`config.mk`:
```
export PLATFORM = sky130hd
export DESIGN_NAME = dmem_stall_ctrl
export DESIGN_NICKNAME = d
export VERILOG_FILES = /design/src/rtl/dmem_stall_ctrl.sv
export SDC_FILE = /design/constraint.sdc
export NUM_CORES = 1
export LEC_CHECK = 0
export BUFFER_PORTS_ARGS = -buffer_cell sky130_fd_sc_hd__buf_2
export CELL_PAD_IN_SITES_DETAIL_PLACEMENT = 0
export CELL_PAD_IN_SITES_GLOBAL_PLACEMENT = 2
export CORE_MARGIN = 3
export CORE_UTILIZATION = 30
export CTS_CLUSTER_DIAMETER = 30
export DETAILED_ROUTE_END_ITERATION = 10
export GPL_ROUTABILITY_DRIVEN = 0
export PLACE_DENSITY = 0.81
export SYNTH_ARGS = -nofsm -noshare
export SYNTH_HDL_FRONTEND = slang
export SYNTH_SLANG_ARGS = --single-unit
```
`constraint.sdc`:
```
create_clock -name clk -period 4.7 [get_ports clk]
set_clock_uncertainty 0.05 [all_clocks]
set_input_delay 0.235 -clock clk [delete_from_list [all_inputs] [get_ports clk]]
set_output_delay 0.235 -clock clk [all_outputs]
set_load 0.01 [all_outputs]
```
`src/rtl/dmem_stall_ctrl.sv`:
```
// Data-memory front-end for the single-cycle MIPS datapath: runs a req/ack
// handshake to a variable-latency word memory and stalls the datapath until the access retires.
module dmem_stall_ctrl #(
    parameter int ADDR_W         = 10,
    parameter int TIMEOUT_CYCLES = 64,
    parameter int CNT_W          = 7
) (
    input  logic              clk,
    input  logic              rst,
    input  logic              mem_read,
    input  logic              mem_write,
    input  logic [31:0]       addr,
    input  logic [31:0]       wdata,
    output logic [31:0]       read_data,
    output logic              stall,
    output logic              misalign,
    output logic              timeout_err,
    output logic              m_req,
    output logic              m_we,
    output logic [ADDR_W-1:0] m_addr,
    output logic [31:0]       m_wdata,
    input  logic [31:0]       m_rdata,
    input  logic              m_ack,
    output logic [1:0]        dbg_state
);

    // Handshake: m_req rises on the edge that enters BUSY and stays high, with
    // m_we/m_addr/m_wdata frozen, until the edge on which m_ack=1 is sampled in
    // BUSY (or the wait budget runs out); m_ack is don't-care whenever m_req=0.

    typedef enum logic [1:0] {
        S_IDLE = 2'd0,
        S_BUSY = 2'd1,
        S_DONE = 2'd2
    } state_t;

    if ((2 ** CNT_W) <= TIMEOUT_CYCLES || TIMEOUT_CYCLES < 1) begin : g_bad_params
        $error("dmem_stall_ctrl: CNT_W too small for TIMEOUT_CYCLES");
    end

    state_t           r_state;
    state_t           w_next;
    logic [CNT_W-1:0] r_counter;
    logic             w_access;
    logic             w_aligned;
    logic             w_launch;
    logic             w_wait_over;
    logic             w_unused_addr;

    assign w_access    = mem_read | mem_write;
    assign w_aligned   = (addr[1:0] == 2'b00);
    assign w_launch    = (r_state == S_IDLE) && w_access && w_aligned;
    assign w_wait_over = (r_counter == CNT_W'(TIMEOUT_CYCLES - 1));

    // Upper address bits are deliberately dropped: the word address wraps.
    assign w_unused_addr = ^addr[31:ADDR_W+2];

    always_ff @(posedge clk or negedge rst) begin
        if (!rst) begin
            r_state <= S_IDLE;
        end else begin
            r_state <= w_next;
        end
    end

    // DONE always returns to IDLE, so the instruction still holding
    // mem_read/mem_write during its commit cycle cannot relaunch.
    always_comb begin
        w_next = r_state;
        case (r_state)
            S_IDLE: begin
                if (w_launch) begin
                    w_next = S_BUSY;
                end
            end
            S_BUSY: begin
                if (m_ack || w_wait_over) begin
                    w_next = S_DONE;
                end
            end
            default: begin
                w_next = S_IDLE;
            end
        endcase
    end

    // Gated by rst so the datapath sees no stall while reset is held, even
    // if the abandoned instruction keeps its request asserted.
    assign stall     = rst && (w_launch || (r_state == S_BUSY));
    assign misalign  = rst && (r_state == S_IDLE) && w_access && !w_aligned;
    assign dbg_state = r_state;

    always_ff @(posedge clk or negedge rst) begin
        if (!rst) begin
            m_req       <= 1'b0;
            m_we        <= 1'b0;
            m_addr      <= '0;
            m_wdata     <= '0;
            read_data   <= '0;
            timeout_err <= 1'b0;
            r_counter   <= '0;
        end else begin
            case (r_state)
                S_IDLE: begin
                    if (w_launch) begin
                        m_req     <= 1'b1;
                        m_we      <= mem_write;
                        m_addr    <= addr[ADDR_W+1:2];
                        m_wdata   <= wdata;
                        r_counter <= '0;
                    end
                end
                S_BUSY: begin
                    if (m_ack) begin
                        m_req <= 1'b0;
                        if (!m_we) begin
                            read_data <= m_rdata;
                        end
                    end else if (w_wait_over) begin
                        m_req       <= 1'b0;
                        timeout_err <= 1'b1;
                        // A timed-out store leaves read_data alone.
                        if (!m_we) begin
                            read_data <= '0;
                        end
                    end else begin
                        r_counter <= r_counter + 1'b1;
                    end
                end
                default: begin
                end
            endcase
        end
    end

endmodule

```
# [Word-level counts from Yosys, hierarchy flattened]
# Cells that the tools add are included.
[word_totals] ff_bits=86 inputBits=101 output_inout_bits=81 word_cells=54
[op_classes] n_addsub=1 eq_ne=9 muxes=15 bitwise=2 reduce_logical=19
[op_table] cell="32-bit two-way mux" n=4
[op_table] cell="7-bit two-way mux" n=3
[op_table] cell="7-bit case mux with 2 select lines" n=1
[op_table] cell="2-bit inequality test (second input constant)" n=6
[op_table] cell="4-bit AND reduction" n=2
[op_table] cell="7-bit by 1-bit adder with 7-bit output (second input constant)" n=1
[op_table] cell="7-bit by 6-bit == test with 1-bit output (second input constant)" n=1
[op_table] cell="1-bit logical AND" n=6
[op_table] cell="3-bit AND reduction" n=2
[op_table] cell="2-bit logical NOT" n=2
[op_table] cell="2-bit two-way mux" n=2
[op_table] cell="2-bit case mux with 2 select lines" n=1
[op_table] cell="2-bit AND reduction" n=2
[op_table] cell="2-bit nonzero test" n=2
[op_table] cell="1-bit two-way mux" n=3
[op_table] cell="3-bit inequality test (second input constant)" n=1
[op_table] cell="2-bit by 1-bit == test with 1-bit output (second input constant)" n=1
[op_table] cell="1-bit logical OR" n=2
[op_table] cell="1-bit case mux with 2 select lines" n=1
[op_table] cell="1-bit logical NOT" n=1
[op_table] cell="1-bit NOT" n=1
[op_table] cell="1-bit OR" n=1

# [Logic depth before layout (Yosys ltp)]
# Gate-level depths: netlist of run 1.
[logic_depth] word_depth=5 depth_mapped=6 depth_no_buf=4

# [Worst setup path before layout of run 1]
# OpenSTA, ideal clock, no wires.
[synth_path] kind="reg2reg" startpoint="reg r_state[1] (netlist: dbg_state[1])" endpoint="reg read_data[20]" setup_ps=118 t_arrival_ps=1485 required_time_ps=4532 slack_ps=3047 path_stages_with_launch=6 path_buffers=2 period_less_slack_ps=1653 cell_sequence="dfrtp_1 -> or3b_1 -> buf_6 -> buf_6 -> a22o_1 -> a21o_1"
[synth_via] elab_chain_len=2
[synth_rtl] element="from (decl)" line_no="41" source="state_t r_state;"
[synth_rtl] element="from (signal assigned)" line_no="62" source="r_state <= w_next;"
[synth_rtl] element="2-bit by 1-bit == test with 1-bit output" line_no="103" source="case (r_state)"
[synth_rtl] element="4-bit AND reduction (no source line)"
[synth_rtl] element="to (signal assigned)" line_no="117" source="read_data <= m_rdata;"
[synth_rtl] element="to (decl)" line_no="14" source="output logic [31:0] read_data,"
# No other way between the ends.
# A chain may end at the register's enable or synchronous reset.

# [Final worst setup path of run 1]
[layout_path] startpoint="reg r_state[1] (netlist: dbg_state[1])" endpoint="reg read_data[12]"
# Same word-level chain as after synthesis.

==> results of run 1 <==
## through the flow
| stage | cell area (um^2) | setup WS (ns) | total power [W] | std cells |
|---|---|---|---|---|
| floorplan | 3631 | 3.047 | 0.001382 | 258 |
| global placement | 4543 | 2.509 | 0.001638 | 548 |
| detailed placement | 4543 | 2.481 | 0.001655 | 548 |
| CTS | 4878 | 2.464 | 0.002434 | 565 |
| global route | 4878 | 2.352 | 0.002540 | 565 |
| finish | 4878 | 2.506 | 0.002388 | 565 |
## report_power, final
part | internal (W) | leakage, nW | total [W] | switching, W
Clock | 0.000480 | 0.148 | 0.000759 | 0.000279
Sequential | 0.000911 | 0.960 | 0.00102 | 0.000112
Combinational | 0.000322 | 1.13 | 0.000606 | 0.000284
Total | 0.00171 | 2.24 | 0.00239 | 0.000674
## timing repair
item | CTS | global route
hold endpoints to repair | 21 | 0
resized for setup | 0 | 0
hold buffers | 1 | 0
## state kept, by name (all words and copies together), names as in the netlist
signal	flops
m_wdata	32
read_data	32
m_addr	10
r_counter	7
dbg_state	2
m_req	1
m_we	1
timeout_err	1
## cell families (layout without fill, tap and decap cells)
logic type | Yosys count | in the layout | share of synthesized area (%)
adders and majority gates | 1 | 1 | 0.3445
DFF | 86 | 86 | 59.27
muxes | 44 | 44 | 13.61
and+or+nand+nor | 25 | 25 | 4.652
AOI/OAI and AO/OA | 83 | 83 | 18.47
buffers and inverters | 19 | 183 | 3.652
## critical path: stages, from the launching register on
cell     delay, ns
dfrtp_1       0.52
or3b_1        0.92
a22o_1        0.43
a21o_1        0.16
## cell type report
cell class,count,area share [%]
flip-flops and latches,86,44.11
repair buffers,166,17.39
inverters,1,0.07694
clock inverters,5,1.693
multi-input cells,153,28.08
clock buffers,11,4.976
well taps,143,3.668
## synthesized netlist by cell type, types with 2 or more instances
| cell | count |
|---|---|
| a21o_1 | 32 |
| clkbuf_1 | 3 |
| nand4_1 | 2 |
| nor2_1 | 2 |
| a211oi_1 | 2 |
| nand2_1 | 4 |
| dfrtp_1 | 86 |
| and3_1 | 4 |
| a41oi_1 | 2 |
| buf_6 | 6 |
| mux2_2 | 36 |
| buf_2 | 7 |
| mux2_1 | 7 |
| buf_4 | 2 |
| a21boi_0 | 4 |
| a22o_1 | 32 |
| o211ai_1 | 2 |
## layout by cell type, fill, tap and decap left out, types with 2 or more instances in the layout
master      instances
a211oi_1            2
a21boi_0            4
a21o_1             32
a22o_1             32
a41oi_1             2
and3_1              4
buf_2             160
buf_4               5
bufinv_16           2
clkbuf_16           9
clkinvlp_4          3
dfrtp_1            86
mux2_1              7
mux2_2             36
nand2_1             4
nand4_1             2
nor2_1              2
o211ai_1            2
## per-layer routing
metal	routed length, um	share of wire [%]	vias up
met5	0	0	-
met4	108	1.2	0
met3	770	8.6	6
met2	4198	47	100
met1	3918	44	1344
li1	-	-	1290
## path summary, 6_finish.rpt
path	to	from	slack [ns]	cells after the start
max in group asynchronous	m_addr[5]	rst	3.13	3
max reg2reg	read_data[12]	dbg_state[1]	2.51	3
min reg2reg	timeout_err	timeout_err	0.43	1
min	m_wdata[5]	wdata[5]	0.08	2
min in group asynchronous	r_counter[2]	rst	0.34	2
max	read_data[12]	dbg_state[1]	2.51	3
==> flow_summary_export.csv, run 1 <==
group,metric,value,unit
finish,multiInputGateArea,1370,um^2
critical_path,start_kind,"register",
synth,yosysTopAreaCellShare,59.27,%
grt,grtUsageMet2,21.48,%
synth,ys_seq_area_share,59.27,%
clock_tree,cts.clk_slew.worst_paths,0.06,ns
synth,synth-edff-count,0,
floorplan,ios,182,
timing,worst-slew-pin-transition,1.214,ns
grt,use_met1,17.43,%
floorplan,row_count,39,
timing,max_slew_margin,19.10,%
critical_path,critical_path_required,4.86,ns
place,port_buffers,161,
synth,synth_area_leaders,"dfrtp_1 59%, mux2_2 11%, a22o_1 7.7%, a21o_1 6.6%, mux2_1 2.2%",
synth,synth_warnings,0,
clock_tree,cts_made_buffers,9,
grt,antenna_found_initial,0,
finish,area_delta_synth_final,34.36,%
route,detail-route-antenna-nets,0,
route,drt-pass1-iter-count,4,
floorplan,die_h,116.0,um
critical_path,setup.worst_path.class,"reg -> reg",
place,dp_hpwl,6365,um
timing,post-route-period-util,46.69,%
critical_path,arrival,2.35,ns
floorplan,dieArea,13460,um^2
pwr,peakVddDrop,0.2075,mV
grt,grt-ovfl-total,0,
grt,grt_pass1_vias,2862,
synth,postSynthAreaPerCell,14.07,um^2
route,drc,0,
finish,fill_cells,1170,
timing,hold_viol_final,0,
grt,grt_usage,13.47,%
status,outcome,"complete, no violations",
timing,finalSetupTns,0,ns
grt,grt_pass1_wl,14460,um
synth,async_flop_share,100.0,%
finish,drive_above_1_share,52.61,%
timing,final-max-slew-violation-count,0,
run,maxCapViolations,0,
clock_tree,h-tree-depth,3,
finish,antennaDiodeCount,0,
route,viasPerCell,4.850,
timing,period_minus_slack,2.194,ns
route,dr.first_iter.drc_count,161,
critical_path,endpoint_kind,"register",
hold_path,min_path_type,"in -> reg",
floorplan,initial_core_util,31.26,%
finish,post-route-util,42.01,%
grt,busiest_layer,"met2",
synth,ys_ff_latch,86,
clock_tree,numClockSinks,86,
synth,yosys.area.top_type,"dfrtp_1",
synth,synth.net_count,360,
clock_tree,cts.path.max_buffers,2,
floorplan,die_w,116.0,um
timing,setup_viol,0,
synth,synthFlopType,"dfrtp_1",
clock_tree,cts_tree,"done",
synth,synth_area,3631,um^2
grt,groute.layer.met3.usage,4.856,%
route,vias,2740,
route,drt_wl_total,8995,um
timing,max_freq,0.4557,GHz
synth,ys_types,42,
pwr,leakagePower,2.237,nW
finish,final-seq-area,2152,um^2
pwr,p_per_area,489.5,nW/um^2
timing,whs,0.08041,ns
timing,rsz0062_at_grt,"no",
floorplan,design.core.area,11610,um^2
route,wire_per_inst,15.92,um
grt,grt_max_degree,66,
clock_tree,clock_latency,0.32,ns
finish,fin_nets,519,
clock_tree,postCtsSetupRepairBufs,0,
clock_tree,ctsRootBufferMaster,"clkbuf_16",
critical_path,cp_max_fo,32,
synth,syn_inst,258,
Power figures use the tool's default switching activity.
==> run 2, diff against run 1 <==
- ABC_AREA: default -> 1
- CORE_UTILIZATION: 30 -> 25
- PLACE_DENSITY: 0.81 -> 0.77
- clock period: 4.7 -> 2.03 ns (I/O delays scaled with it)
==> flow_summary_export.csv, run 2 <==
group,metric,value,unit
status,outcome,"complete, no violations",
timing,worst-slew-pin-transition,0.4608,ns
floorplan,die_h,125.4,um
pwr,leakagePower,3.147,nW
route,dr.first_iter.drc_count,117,
floorplan,row_count,43,
clock_tree,cts_tree,"done",
floorplan,dieArea,15730,um^2
synth,synth_top_family_by_area,"simple AND/OR/NAND/NOR gates",
critical_path,critical_path_required,1.88,ns
synth,ys_ff_latch,86,
grt,grt_usage,13.69,%
timing,final-max-slew-violation-count,0,
grt,grt-ovfl-total,0,
critical_path,rr_worst_depth,8,
timing,period_minus_slack,1.844,ns
timing,max_freq,0.5424,GHz
timing,whs,0.05245,ns
place,port_buffers,161,
synth,synth.most_common_cell,"nand2_1",
timing,post-route-period-util,90.82,%
critical_path,reg2reg_to,"read_data[14]",
critical_path,setup.worst_path.class,"reg -> out",
critical_path,start_kind,"register",
synth,ys_seq_area_share,60.37,%
synth,synth_area_leaders,"dfrtp_1 60%, nand2_1 13%, o21ai_0 6.5%, nand4_1 5.8%, inv_1 5.3%",
clock_tree,h-tree-depth,3,
pwr,p_per_area,1096,nW/um^2
critical_path,arrival,1.69,ns
grt,grt_pass1_vias,3602,
timing,finalSetupTns,0,ns
timing,rsz0062_at_grt,"no",
route,vias,3385,
route,wire_per_inst,12.80,um
synth,synth-edff-count,0,
route,detail-route-antenna-nets,0,
clock_tree,clock_latency,0.34,ns
critical_path,rr_startpoint,"r_counter[1]",
finish,fin_nets,731,
floorplan,design.core.area,13930,um^2
route,viasPerCell,4.164,
clock_tree,ctsRootBufferMaster,"clkbuf_16",
pwr,peakVddDrop,0.4513,mV
critical_path,cp-endpoint,"stall",
finish,antennaDiodeCount,0,
synth,ys_types,24,
clock_tree,cts_made_buffers,9,
run,maxCapViolations,0,
synth,synth_xor_area_share,0,%
timing,hold_viol_final,0,
grt,grt_pass1_wl,17680,um
synth,synthFlopType,"dfrtp_1",
critical_path,crit_path_start,"dbg_state[0]",
synth,synth_warnings,0,
clock_tree,cts.clk_slew.worst_paths,0.06,ns
synth,synth_area,3565,um^2
finish,layout_common_cells,"160 x buf_2, 128 x nand2_1, 86 x dfrtp_1",
clock_tree,numClockSinks,86,
synth,synthTopCellsByCount,"128 x nand2_1, 86 x dfrtp_1, 50 x inv_1",
timing,setup_viol,0,
finish,drive_above_1_share,29.86,%
synth,yosysTopAreaCellShare,60.37,%
synth,synth_fa_ha_area_share,0.3510,%
timing,max_slew_margin,69.28,%
floorplan,ios,182,
finish,final_common_cell,"buf_2",
route,drt-pass1-iter-count,4,
synth,async_flop_share,100.0,%
clock_tree,cts.path.max_buffers,2,
synth,postSynthAreaPerCell,8.956,um^2
synth,yosys.area.top_type,"dfrtp_1",
critical_path,reg2reg_slack,0.22,ns
synth,synth.net_count,500,
place,dp_hpwl,6786,um
critical_path,endpoint_kind,"output pin",
clock_tree,cts_resized,0,
hold_path,min_path_type,"in -> reg",
floorplan,initial_core_util,25.58,%
route,drt_wl_total,10400,um
synth,synthMuxAreaShare,0,%
finish,top_regs,"m_wdata x32, read_data x32, m_addr x10",
floorplan,die_w,125.4,um
critical_path,cp_max_fo,10,
synth,synthSimpleGateAreaFrac,23.17,%
grt,grt_max_degree,87,
synth,syn_inst,398,
finish,area_delta_synth_final,58.72,%
route,drc,0,
grt,antenna_found_initial,0,
synth,synth_compound_area_share,7.231,%
## run 2: changes by cell type in the layout (fill, tap and decap cells not counted), sizes merged, moves of 32 or more
cell,change
a22o,-32
dlygate4sd3,+75
inv,+51
mux2,-43
nand2,+126
o21ai,+45
## run 2: repair_timing
item / in CTS / in global routing
hold buffers: 76 / 0
buffers inserted: 0 / 0
hold endpoints to repair: 161 / 0
## run 2: layer usage
layer	global-route usage, %	part of all wire, %	vias to the layer above
li1	-	-	1720
met1	18.36	47	1509
met2	19.93	42	137
met3	4.613	8.5	19
met4	6.441	2.3	0
met5	0	0	-
## run 2: worst min-delay path by stage
stage               start  depth (start not counted)            to
finish              m_ack                          4  r_counter[6]
global route        m_ack                          4  r_counter[6]
CTS                 m_ack                          4  r_counter[6]
detailed placement    rst                          2     m_addr[7]
global placement      rst                          2   m_wdata[21]
floorplan             rst                          0  dbg_state[0]
## run 2: power breakdown
group / internal [W] / switching (W)
logic: 0.000753 / 0.00102
clock network: 0.00123 / 0.000680
registers: 0.00224 / 0.000276
## run 2: stage by stage
stage | std cells | total power (W) | utilization, % | instance area (um^2) | setup slack, ns
6_report | 813 | 0.006202 | 40.60 | 5658 | 0.1864
2_1_floorplan | 398 | 0.003384 | - | 3565 | 0.6509
5_1_grt | 813 | 0.006658 | 40.60 | 5658 | 0.04242
4_1_cts | 813 | 0.006325 | 40.60 | 5658 | 0.1359
3_5_place_dp | 722 | 0.004236 | 32.67 | 4552 | 0.2300
3_3_place_gp | 722 | 0.004200 | 32.67 | 4552 | 0.2923
## run 2: worst max-delay path: stages (launching register included)
cell and delay, ns:
dfrtp_1 0.39, nor2_1 0.28, nand3_2 0.29, a21boi_0 0.23, buf_2 0.17
## run 2: kinds of logic after synthesis
group	after synthesis
buf+inv	75
simple gates	186
compound gates	50
fa+ha+maj	1
flops	86
## run 2: final cells by class
cell class | instances | area, um^2
Inverter | 52 | 195.2
Sequential cell | 86 | 2152
Fill cell | 1374 | 8277
Clock inverter | 5 | 106.4
Tap cell | 180 | 225.2
Clock buffer | 10 | 239.0
Timing Repair Buffer | 243 | 1639
Multi-Input combinational cell | 237 | 1101
==> run 3, diff against run 2 <==
- RECOVER_POWER: default -> 50
==> flow_summary_export.csv, run 3 (same netlist as run 2, synthesis figures left out) <==
group,metric,value,unit
status,outcome,"complete, no violations",
route,viasPerCell,4.171,
timing,max_slew_margin,19.51,%
timing,fin_ws,0.1862,ns
critical_path,endpoint_kind,"output pin",
timing,post-route-period-util,90.83,%
critical_path,crit_slowest_cell,"dfrtp_1",
floorplan,design.core.area,13930,um^2
critical_path,start_kind,"register",
floorplan,dieArea,15730,um^2
grt,grt_pass1_vias,3602,
grt,grt_usage,13.69,%
critical_path,cpPeakStageDelay,0.39,ns
finish,final_common_cell,"nand2_1",
critical_path,setup.worst_path.class,"reg -> out",
place,port_buffers,161,
grt,grt_max_degree,87,
run,maxCapViolations,0,
finish,layout.cells.non_filler,813,
finish,drive_above_1_share,23.38,%
clock_tree,ctsRootBufferMaster,"clkbuf_16",
route,drt_wl_total,10460,um
grt,antenna_found_initial,0,
clock_tree,clock_latency,0.34,ns
critical_path,cp_max_fo,10,
route,wire_per_inst,12.87,um
place,dp_worst_setup_slack,0.2300,ns
route,detail-route-antenna-nets,0,
pwr,p_per_area,1098,nW/um^2
clock_tree,postCtsSetupRepairBufs,0,
floorplan,row_count,43,
hold_path,min_path_type,"in -> reg",
finish,final_cell_area,5592,um^2
place,dp_hpwl,6786,um
timing,final-max-slew-violation-count,0,
critical_path,critical_path_required,1.88,ns
route,dr.first_iter.drc_count,119,
timing,finalSetupTns,0,ns
clock_tree,h-tree-depth,3,
timing,rsz0062_at_grt,"no",
clock_tree,cts.clk_slew.worst_paths,0.06,ns
timing,setup_viol,0,
critical_path,reg2reg_slack,0.22,ns
finish,layout_common_cells,"128 x nand2_1, 120 x buf_2, 86 x dfrtp_1",
critical_path,cpLargestDelayFamily,"simple AND/OR/NAND/NOR gates",
grt,grt-ovfl-total,0,
pwr,peakVddDrop,0.4457,mV
clock_tree,cts_tree,"done",
timing,worst-slew-pin-transition,1.207,ns
route,drt-pass1-iter-count,4,
timing,period_minus_slack,1.844,ns
clock_tree,cts_resized,0,
clock_tree,cts.path.max_buffers,2,
clock_tree,numClockSinks,86,
route,drc,0,
finish,antennaDiodeCount,0,
floorplan,die_w,125.4,um
floorplan,die_h,125.4,um
finish,fin_nets,731,
finish,top_regs,"m_wdata x32, read_data x32, m_addr x10",
timing,hold_viol_final,0,
critical_path,arrival,1.69,ns
timing,max_freq,0.5424,GHz
place,placed_cells,722,
floorplan,ios,182,
critical_path,cp_cell_sequence,"nor2_1 -> nand3_2 -> a21boi_0 -> buf_2",
place,placed_cell_area,4552,um^2
clock_tree,cts_made_buffers,9,
critical_path,worst-path-buf-inv,1,
pwr,leakagePower,2.995,nW
route,vias,3391,
finish,area_delta_synth_final,56.86,%
grt,grt_pass1_wl,17680,um
floorplan,initial_core_util,25.58,%
==> run 3: what timing repair did <==
item / CTS / global route
hold buffers: 76 / 0
endpoints found under the hold margin: 161 / 0
setup endpoints to repair: 0 / 0
==> run 3: final cells by class <==
type | instances | area, um^2
well taps | 180 | 225.2
multi-input cells | 237 | 1101
fillers | 1393 | 8343
inverters | 52 | 195.2
clock inverters | 5 | 106.4
clock buffers | 10 | 239.0
repair buffers | 243 | 1573
flip-flops and latches | 86 | 2152
==> run 3: worst paths after layout <==
check | from | to | depth (start not counted)
setup / recovery | dbg_state[0] | stall | 4
hold / removal | m_ack | r_counter[6] | 4
setup reg to reg | r_counter[1] | read_data[14] | 8
hold reg to reg | timeout_err | timeout_err | 1
max in group asynchronous | rst | read_data[26] | 3
min in group asynchronous | rst | m_addr[7] | 3
==> run 3: per-layer routing <==
metal  vias to the layer above  global-route usage [%]  share of wire [%]
met1                      1513                   18.36                 48
met4                         0                   6.441                2.3
met3                        19                   4.613                8.3
li1                       1722                       -                  -
met2                       137                   19.93                 42
met5                         -                       0                  0
==> run 3: where the power goes <==
| group | switching, W | internal, W |
|---|---|---|
| sequential | 0.000286 | 0.00224 |
| combinational | 0.00102 | 0.000677 |
| clock | 0.000681 | 0.00123 |
==> run 3: metrics by stage <==
| step | total power [W] | util [%] | hold slack [ns] |
|---|---|---|---|
| global placement | 0.004200 | 32.67 | 0.1704 |
| finish | 0.006137 | 40.13 | 0.05272 |
| detailed placement | 0.004236 | 32.67 | 0.1736 |
| floorplan | 0.003384 | - | -0.2441 |
| global route | 0.006599 | 40.13 | 0.07794 |
| CTS | 0.006325 | 40.60 | 0.04155 |
==> run 3: worst reg2reg max path: stages, from the launching register on <==
cell	delay (ns)
dfrtp_1	0.37
ha_1	0.21
nand2_1	0.09
nor2_2	0.13
nand2_2	0.10
nand2_4	0.14
nand3_4	0.34
nand2_1	0.21
nand2_1	0.06
